`src/rtl/add_pkg.sv`:
```
// rtl/add_pkg.sv - shared defaults for the pipelined adder.
package add_pkg;

  localparam int ADD_WIDTH   = 16;
  localparam int ADD_STAGE_W = 4;

endpackage

```
`src/rtl/add_chunk.sv`:
```
// rtl/add_chunk.sv - W-bit combinational adder slice with carry in/out.
module add_chunk #(
  parameter int W = 4
) (
  input  logic [W-1:0] a,
  input  logic [W-1:0] b,
  input  logic         ci,
  output logic [W-1:0] s,
  output logic         co
);

  logic [W:0] total;

  assign total = {1'b0, a} + {1'b0, b} + {{W{1'b0}}, ci};
  assign s     = total[W-1:0];
  assign co    = total[W];

endmodule

```
`src/rtl/add_pipe.sv`:
```
// rtl/add_pipe.sv - carry-pipelined adder, STAGE_W bits per stage, global stall on backpressure.
module add_pipe
  import add_pkg::*;
#(
  parameter int WIDTH   = ADD_WIDTH,
  parameter int STAGE_W = ADD_STAGE_W
) (
  input  logic             clk,
  input  logic             rst_n,
  input  logic             in_valid,
  output logic             in_ready,
  input  logic [WIDTH-1:0] ina,
  input  logic [WIDTH-1:0] inb,
  input  logic             cin,
  output logic             out_valid,
  input  logic             out_ready,
  output logic [WIDTH-1:0] sum,
  output logic             cout,
  output logic             ovf
);

  localparam int STAGES = WIDTH / STAGE_W;
  localparam int LAST   = STAGES - 1;

  if (STAGE_W <= 0 || WIDTH <= 0 || (WIDTH % STAGE_W) != 0) begin : g_bad_params
    $error("add_pipe: WIDTH must be a positive multiple of STAGE_W");
  end

  logic [STAGES-1:0] valid_q, valid_d;
  logic [STAGES-1:0] carry_q, carry_d;
  logic [WIDTH-1:0]  a_q   [STAGES];
  logic [WIDTH-1:0]  a_d   [STAGES];
  logic [WIDTH-1:0]  b_q   [STAGES];
  logic [WIDTH-1:0]  b_d   [STAGES];
  logic [WIDTH-1:0]  sum_q [STAGES];
  logic [WIDTH-1:0]  sum_d [STAGES];

  logic [STAGE_W-1:0] chunk_s  [STAGES];
  logic               chunk_co [STAGES];
  logic               advance;

  // Stage 0 adds straight from the ports; later stages add the slice carried in the previous register.
  for (genvar g = 0; g < STAGES; g++) begin : g_stage
    logic [STAGE_W-1:0] ca, cb;
    logic               cci;
    if (g == 0) begin : g_first
      assign ca  = ina[0 +: STAGE_W];
      assign cb  = inb[0 +: STAGE_W];
      assign cci = cin;
    end else begin : g_next
      assign ca  = a_q[g-1][g*STAGE_W +: STAGE_W];
      assign cb  = b_q[g-1][g*STAGE_W +: STAGE_W];
      assign cci = carry_q[g-1];
    end
    add_chunk #(.W(STAGE_W)) u_chunk (
      .a  (ca),
      .b  (cb),
      .ci (cci),
      .s  (chunk_s[g]),
      .co (chunk_co[g])
    );
  end

  always_comb begin
    advance = !valid_q[LAST] || out_ready;
    valid_d = valid_q;
    carry_d = carry_q;
    for (int i = 0; i < STAGES; i++) begin
      a_d[i]   = a_q[i];
      b_d[i]   = b_q[i];
      sum_d[i] = sum_q[i];
    end
    if (advance) begin
      valid_d[0]                = in_valid;
      a_d[0]                    = ina;
      b_d[0]                    = inb;
      sum_d[0]                  = '0;
      sum_d[0][0 +: STAGE_W]    = chunk_s[0];
      carry_d[0]                = chunk_co[0];
      for (int i = 1; i < STAGES; i++) begin
        valid_d[i]                   = valid_q[i-1];
        a_d[i]                       = a_q[i-1];
        b_d[i]                       = b_q[i-1];
        sum_d[i]                     = sum_q[i-1];
        sum_d[i][i*STAGE_W +: STAGE_W] = chunk_s[i];
        carry_d[i]                   = chunk_co[i];
      end
    end
  end

  always_ff @(posedge clk or negedge rst_n) begin
    if (!rst_n) begin
      valid_q <= '0;
      carry_q <= '0;
      for (int i = 0; i < STAGES; i++) begin
        a_q[i]   <= '0;
        b_q[i]   <= '0;
        sum_q[i] <= '0;
      end
    end else begin
      valid_q <= valid_d;
      carry_q <= carry_d;
      for (int i = 0; i < STAGES; i++) begin
        a_q[i]   <= a_d[i];
        b_q[i]   <= b_d[i];
        sum_q[i] <= sum_d[i];
      end
    end
  end

  // Overflow derives from the last stage's registered operands, so it holds whenever they do.
  assign in_ready  = advance;
  assign out_valid = valid_q[LAST];
  assign sum       = sum_q[LAST];
  assign cout      = carry_q[LAST];
  assign ovf       = (a_q[LAST][WIDTH-1] == b_q[LAST][WIDTH-1]) &&
                     (sum_q[LAST][WIDTH-1] != a_q[LAST][WIDTH-1]);

endmodule

```
`config.mk`:
```
export PLATFORM = sky130hd
export DESIGN_NAME = add_pipe
export DESIGN_NICKNAME = d
export VERILOG_FILES = /design/src/rtl/add_pkg.sv /design/src/rtl/add_chunk.sv /design/src/rtl/add_pipe.sv
export SDC_FILE = /design/constraint.sdc
export NUM_CORES = 1
export LEC_CHECK = 0
export ABC_AREA = 1
export BUFFER_PORTS_ARGS = -buffer_cell sky130_fd_sc_hd__buf_2
export CAP_MARGIN = 20
export CORE_MARGIN = 3
export CORE_UTILIZATION = 58
export DETAILED_ROUTE_END_ITERATION = 10
export PLACE_DENSITY_LB_ADDON = 0.1
export SLEW_MARGIN = 30
export SYNTH_ARGS = -nofsm -noshare
export SYNTH_HDL_FRONTEND = slang
export SYNTH_HIERARCHICAL = 1
export SYNTH_SLANG_ARGS = --single-unit
```
`constraint.sdc`:
```
create_clock -name clk -period 2 [get_ports clk]
set_clock_uncertainty 0.2 [all_clocks]
set_input_delay 0.3 -clock clk [delete_from_list [all_inputs] [get_ports clk]]
set_output_delay 0.3 -clock clk [all_outputs]
set_load 0.02 [all_outputs]
```
==> reports/qor.yml, run 1 <==
cts_made_buffers: 9
ys_ff_latch: 98
power_switching_mw: 3.210
ys_top_cells_by_area: "dfrtp_1 (52%), nand2_1 (17%), nand3_1 (11%)"
gr-usage-all-layers: 0.2178
numClockSinks: 98
yosysTopAreaCellShare: 0.5214
io_buffers: 56
combPwrFrac: 0.395
critPathLaunchType: "register"
num_io_pins: 57
power_density_nw_per_um2: 1497
min_period_ns: 1.900
rsz0062_at_grt: "no"
syn_inst: 544
dpl_cell_area_um2: 4885
seqPwrFrac: 0.413
final_nets: 656
die_height_um: 96.05
cpLargestDelayFamily: "flip-flops"
die_w_um: 96.05
dr.first_iter.drc_count: 174
row_count: 32
syn_area_per_cell_um2: 8.646
synth_top_area_cell: "dfrtp_1"
ctsResizeCount: 0
root_buffer: "clkbuf_8"
yosysUniqueCellTypes: 17
crit_path_start: "valid_q[3]"
hpwlAfterDp_um: 5565
die_area_um2: 9226
synth.cell_area_um2: 4703
grt_pass1_wl_um: 15570
ys_seq_area_frac: 0.5214
endpoint_kind: "output pin"
finalSetupViolations: 0
clk_pin_slew_ns: 0.10
cp_slowest_stage_delay_ns: 0.45
fin_util: 0.6909
ant_nets: 0
worstReg2RegStart: "a_q[52]"
start_util: 0.6024
cts-htree-levels: 3
dp.cells: 664
ys.warnings.count: 6
crit_fanout: 35
critPathSlowestCell: "dfrtp_2"
leakagePower_nw: 2.956
path_buf_inv: 1
final_cells: 706
cp_data_arrival_time_ns: 1.40
antenna_found_initial: 0
clock_path_buffers: 2
crit_type: "register to output pin"
grt_max_degree: 96
swShare: 0.3974
viasPerCell: 5.144
fin_crit_sh: 0.9499
cp.required_ns: 1.50
syn_nets: 601
p_int_mw: 4.867
clk_latency_ns: 0.37
first_pass_iters: 4
grt_overflow_total: 0
status: "finished, final reports clean"
fmax_mhz: 526.4
worstPathCellList: "nand2_4 -> buf_2"
hold_start: "cin"
grt_pass1_vias: 3439
slew_violations: 0
max-vdd-ir-drop_mv: 0.8259
final_cell_area_um2: 5394
clkPwrFrac: 0.192
drc: 0
cts_tree: "done"
vias: 3632
finalSetupTns_ns: 0
worst_pin_slew_ns: 0.4167
core-area_um2: 7807
antenna_cells: 0
drt-total-wl_um: 9173
hold_violations: 0
hp-class: "input port to register"
wl_per_cell_um: 12.99
slew_headroom: 0.7222
drive_gt1_frac: 0.1407
place_congestion: 0.7955
maxCapViolCount: 0
area_delta_synth_final_pct: 14.68
## final cells by class
cell class	count	area [um2]
flip-flops and latches	98	2454
fillers	678	2414
multi-input cells	366	1788
repair buffers	92	655.6
well taps	102	127.6
clock inverters	7	125.1
clock buffers	9	123.9
inverters	32	120.1
## path summary, 6_finish.rpt
path	end	slack (ns)	cells after the start
max	in_ready	0.10	2
min	sum_q[48]	0.10	4
max reg2reg	sum_q[37]	0.20	6
min reg2reg	valid_q[3]	0.26	2
max in group asynchronous	sum_q[26]	0.84	3
min in group asynchronous	sum[6]	0.17	2
## cell usage after synthesis (all sizes together)
cell / number
a21oi: 7
buf: 45
clkbuf: 3
dfrtp: 98
fa: 8
ha: 12
inv: 32
nand2: 216
nand3: 105
nand4: 1
nor2: 6
o21ai: 7
xnor2: 4
## through the flow
step	setup slack, ns	power (mW)	hold WS, ns
after floorplan	0.3012	5.986	-0.1956
after global placement	0.2338	6.417	0.04573
after detailed placement	0.2073	6.528	0.04538
after CTS	0.07068	8.135	0.08824
after global routing	0.02000	8.799	0.1400
final	0.1001	8.076	0.1011
## routing by layer
layer | share of wire | GRT usage | vias to the layer above
li1 | - | - | 1818
met1 | 0.47 | 0.2964 | 1727
met2 | 0.47 | 0.3433 | 66
met3 | 0.036 | 0.03127 | 21
met4 | 0.026 | 0.1066 | 0
met5 | 0 | 0 | -
## cell usage in the layout (no fill, tap or decap), types with 3 or more instances in the layout
| master | n |
|---|---|
| buf_12 | 3 |
| nand3_1 | 105 |
| nor2_1 | 6 |
| xnor2_1 | 4 |
| o21ai_0 | 7 |
| inv_1 | 31 |
| buf_4 | 8 |
| dlygate4sd3_1 | 26 |
| clkinv_4 | 3 |
| clkbuf_8 | 9 |
| nand2_1 | 215 |
| buf_2 | 55 |
| bufinv_16 | 3 |
| a21oi_1 | 7 |
| dfrtp_1 | 97 |
| fa_1 | 8 |
| ha_1 | 12 |
## flip-flops by register name, summed over array words and instances, names as in the netlist
register / cells
sum_q: 24
carry_q: 4
valid_q: 4
b_q: 25
sum: 16
a_q: 25
## power by group through the flow
stage	clock network, mW	registers, mW	logic, mW
floorplan	0	3.26	2.73
global placement	0	3.34	3.07
detailed placement	0	3.38	3.15
CTS	1.57	3.34	3.22
global route	1.65	3.44	3.71
finish	1.55	3.34	3.19
## repair_timing
action                                 4_1_cts  5_1_grt
setup buffers                                0        0
setup endpoints to repair                    0        0
hold buffers                                26        0
endpoints found under the hold margin       58        0
## worst reg2reg max path, cell delays in order (launching register included)
cell	delay [ns]
dfrtp_1	0.41
fa_1	0.47
inv_1	0.09
fa_1	0.40
inv_1	0.06
nand2_1	0.04
nand2_1	0.07
## cells by family after synthesis
| group | after synthesis | synth area share |
|---|---|---|
| AO/OA/AOI/OAI | 14 | 0.01490 |
| XOR/XNOR | 4 | 0.007448 |
| adder cells (fa/ha/maj) | 20 | 0.06597 |
| buffers and inverters | 80 | 0.09949 |
| flip-flops | 98 | 0.5214 |
| AND/OR/NAND/NOR | 328 | 0.2908 |
Note: power is estimated with default switching activity, not from simulation.
==> run 2, diff against run 1 <==
--- a/config.mk
+++ b/config.mk
@@ -11,4 +11,5 @@
 export CORE_MARGIN = 3
-export CORE_UTILIZATION = 58
+export CORE_UTILIZATION = 62
 export DETAILED_ROUTE_END_ITERATION = 10
+export HOLD_SLACK_MARGIN = 0.06
 export PLACE_DENSITY_LB_ADDON = 0.1
==> constraint.sdc (replaced) <==
create_clock -name clk -period 2.2 [get_ports clk]
set_clock_uncertainty 0.2 [all_clocks]
set_input_delay 0.11 -clock clk [delete_from_list [all_inputs] [get_ports clk]]
set_output_delay 0.11 -clock clk [all_outputs]
set_load 0.02 [all_outputs]
==> run 2 against run 1 <==
  * Global-route usage up 1.6 points
  * Cell area up 0.26%
  * Via count up 0.17%
  * Die area down 6.1%
  * Largest cell class unchanged
  * Non-clock buffer count up 5
  * Flip-flop and latch count unchanged
  * Routed wire length up 0.99%
  * Critical endpoint is now sum_q[37]
  * Clock power down 26%
  * Setup slack better by 0.27 ns
  * Sequential share of layout area down 0.12 points
==> reports/qor.yml, run 2 (same netlist as run 1, synthesis figures left out) <==
max-vdd-ir-drop_mv: 0.7685  # -7.0%
fmax_mhz: 546.3
finalSetupViolations: 0  # unchanged
slew_headroom: 0.7276  # +0.005350
ff_latch_area_um2: 2454  # unchanged
ctsHoldBuffers: 34  # +31%
dp.cells: 658  # -0.90%
antenna_found_initial: 0  # unchanged
crit_type: "register to register"
route.met2.wl_um: 4602  # +6.9%
final_cells: 708  # +0.28%
grt_max_degree: 96  # unchanged
endpoint_kind: "register"
dp_slack_ns: 0.3847  # +0.1774 ns
hp-class: "input port to register"
worst_pin_slew_ns: 0.4086  # -0.008025 ns
top_layer_used: "met4"
grt_pass1_wl_um: 16220  # +4.2%
numClockSinks: 98  # unchanged
final_nets: 661  # +0.76%
critPathSlowestCell: "fa_1"
clk_pin_slew_ns: 0.09  # about the same
ant_nets: 0  # unchanged
final_cell_mix: "nand2_1 (215), nand3_1 (105), dfrtp_1 (97)"
drt-met1-wl_um: 4172  # -2.9%
dpl_cell_area_um2: 4871  # -0.28%
die_area_um2: 8667  # -6.1%
cts_tree: "done"
drive_gt1_frac: 0.1314  # -0.009366
antenna_cells: 0  # unchanged
worstPathCellList: "fa_1 -> inv_1 -> fa_1 -> inv_1 -> nand2_1 -> nand2_1"
num_io_pins: 57  # unchanged
nFillCells: 579  # -15%
hold_violations: 0  # unchanged
first_pass_iters: 4  # unchanged
fin_crit_sh: 0.8321
clk_latency_ns: 0.36  # about the same
cp_data_arrival_time_ns: 1.93  # +0.53 ns
min_period_ns: 1.831
vias: 3638  # +0.17%
final_common_cell: "nand2_1"
crit_fanout: 3  # -91%
finalSetupTns_ns: 0  # unchanged
root_buffer: "clkbuf_8"
row_count: 31  # -3.1%
power_density_nw_per_um2: 1314  # -12%
rsz0062_at_grt: "no"
place_congestion: 0.8039  # +1.1%
cp.required_ns: 2.30  # +0.80 ns
cts_made_buffers: 9  # unchanged
area_delta_synth_final_pct: 14.98
cpLargestDelayFamily: "adder cells"
status: "finished, final reports clean"
cts_setup_buffers: 0  # unchanged
io_buffers: 56  # unchanged
multi_input_area_um2: 1788  # unchanged
dr.first_iter.drc_count: 234  # +34%
clock_path_buffers: 2  # unchanged
top_regs: "a_q (25), b_q (25), sum_q (24)"
leakagePower_nw: 2.955  # about the same
maxCapViolCount: 0  # unchanged
slew_violations: 0  # unchanged
start_util: 0.6450  # +0.04259
critPathLaunchType: "register"
drc: 0  # unchanged
setup_slack_ns: 0.3694  # +0.2693 ns
r2r_slack_ns: 0.37  # +0.17 ns
die_w_um: 93.10  # -3.1%
ctsResizeCount: 0  # unchanged
die_height_um: 93.10  # -3.1%
drt-total-wl_um: 9264  # +0.99%
cp_slowest_stage_delay_ns: 0.47  # +0.02 ns
grt_overflow_total: 0  # unchanged
grt_pass1_vias: 3521  # +2.4%
viasPerCell: 5.138  # -0.12%
cts-htree-levels: 3  # unchanged
path_buf_inv: 2  # +1
hpwlAfterDp_um: 5520  # -0.82%
gr-usage-all-layers: 0.2341  # +0.01626
met3WireLength_um: 382  # +16%
core-area_um2: 7292  # -6.6%
wl_per_cell_um: 13.08  # +0.71%
final_cell_area_um2: 5408  # +0.26%
==> run 2: worst min-delay path: cells and delay by family <==
kind          cells  cell delay, ns
simple gates      2            0.35
buf+inv           2            0.13
==> run 2: final timing paths <==
path | startpoint | end | cells after the start
setup / recovery | a_q[52] | sum_q[37] | 6
hold / removal | out_ready | valid_q[3] | 4
setup reg to reg | a_q[52] | sum_q[37] | 6
hold reg to reg | a_q[58] | a_q[42] | 2
max in group asynchronous | rst_n | b_q[52] | 3
min in group asynchronous | rst_n | sum[6] | 3
==> run 2: report_power, final <==
group,internal [mW],switching (mW),total (mW)
clock network,0.558,0.596,1.15
logic,1.11,1.80,2.91
registers,2.57,0.475,3.05
==> run 2: cell type report <==
cell class | count | area share
repair buffers | 97 | 0.1342
clock inverters | 4 | 0.009486
well taps | 99 | 0.02291
multi-input cells | 366 | 0.3306
inverters | 32 | 0.02221
clock buffers | 12 | 0.02684
flip-flops and latches | 98 | 0.4537
==> run 2: stage by stage <==
step | util | power, mW | hold slack, ns
2_1_floorplan | - | 5.441 | -0.3856
3_3_place_gp | 0.6680 | 5.806 | -0.2566
3_5_place_dp | 0.6680 | 5.931 | -0.2537
4_1_cts | 0.7416 | 7.155 | 0.06509
5_1_grt | 0.7416 | 7.779 | 0.1135
6_report | 0.7416 | 7.106 | 0.07531
==> run 2: per-layer routing <==
metal,global-route usage,up-vias
met5,0,-
met4,0.06349,0
met3,0.04344,12
met2,0.3737,84
met1,0.3326,1722
li1,-,1820
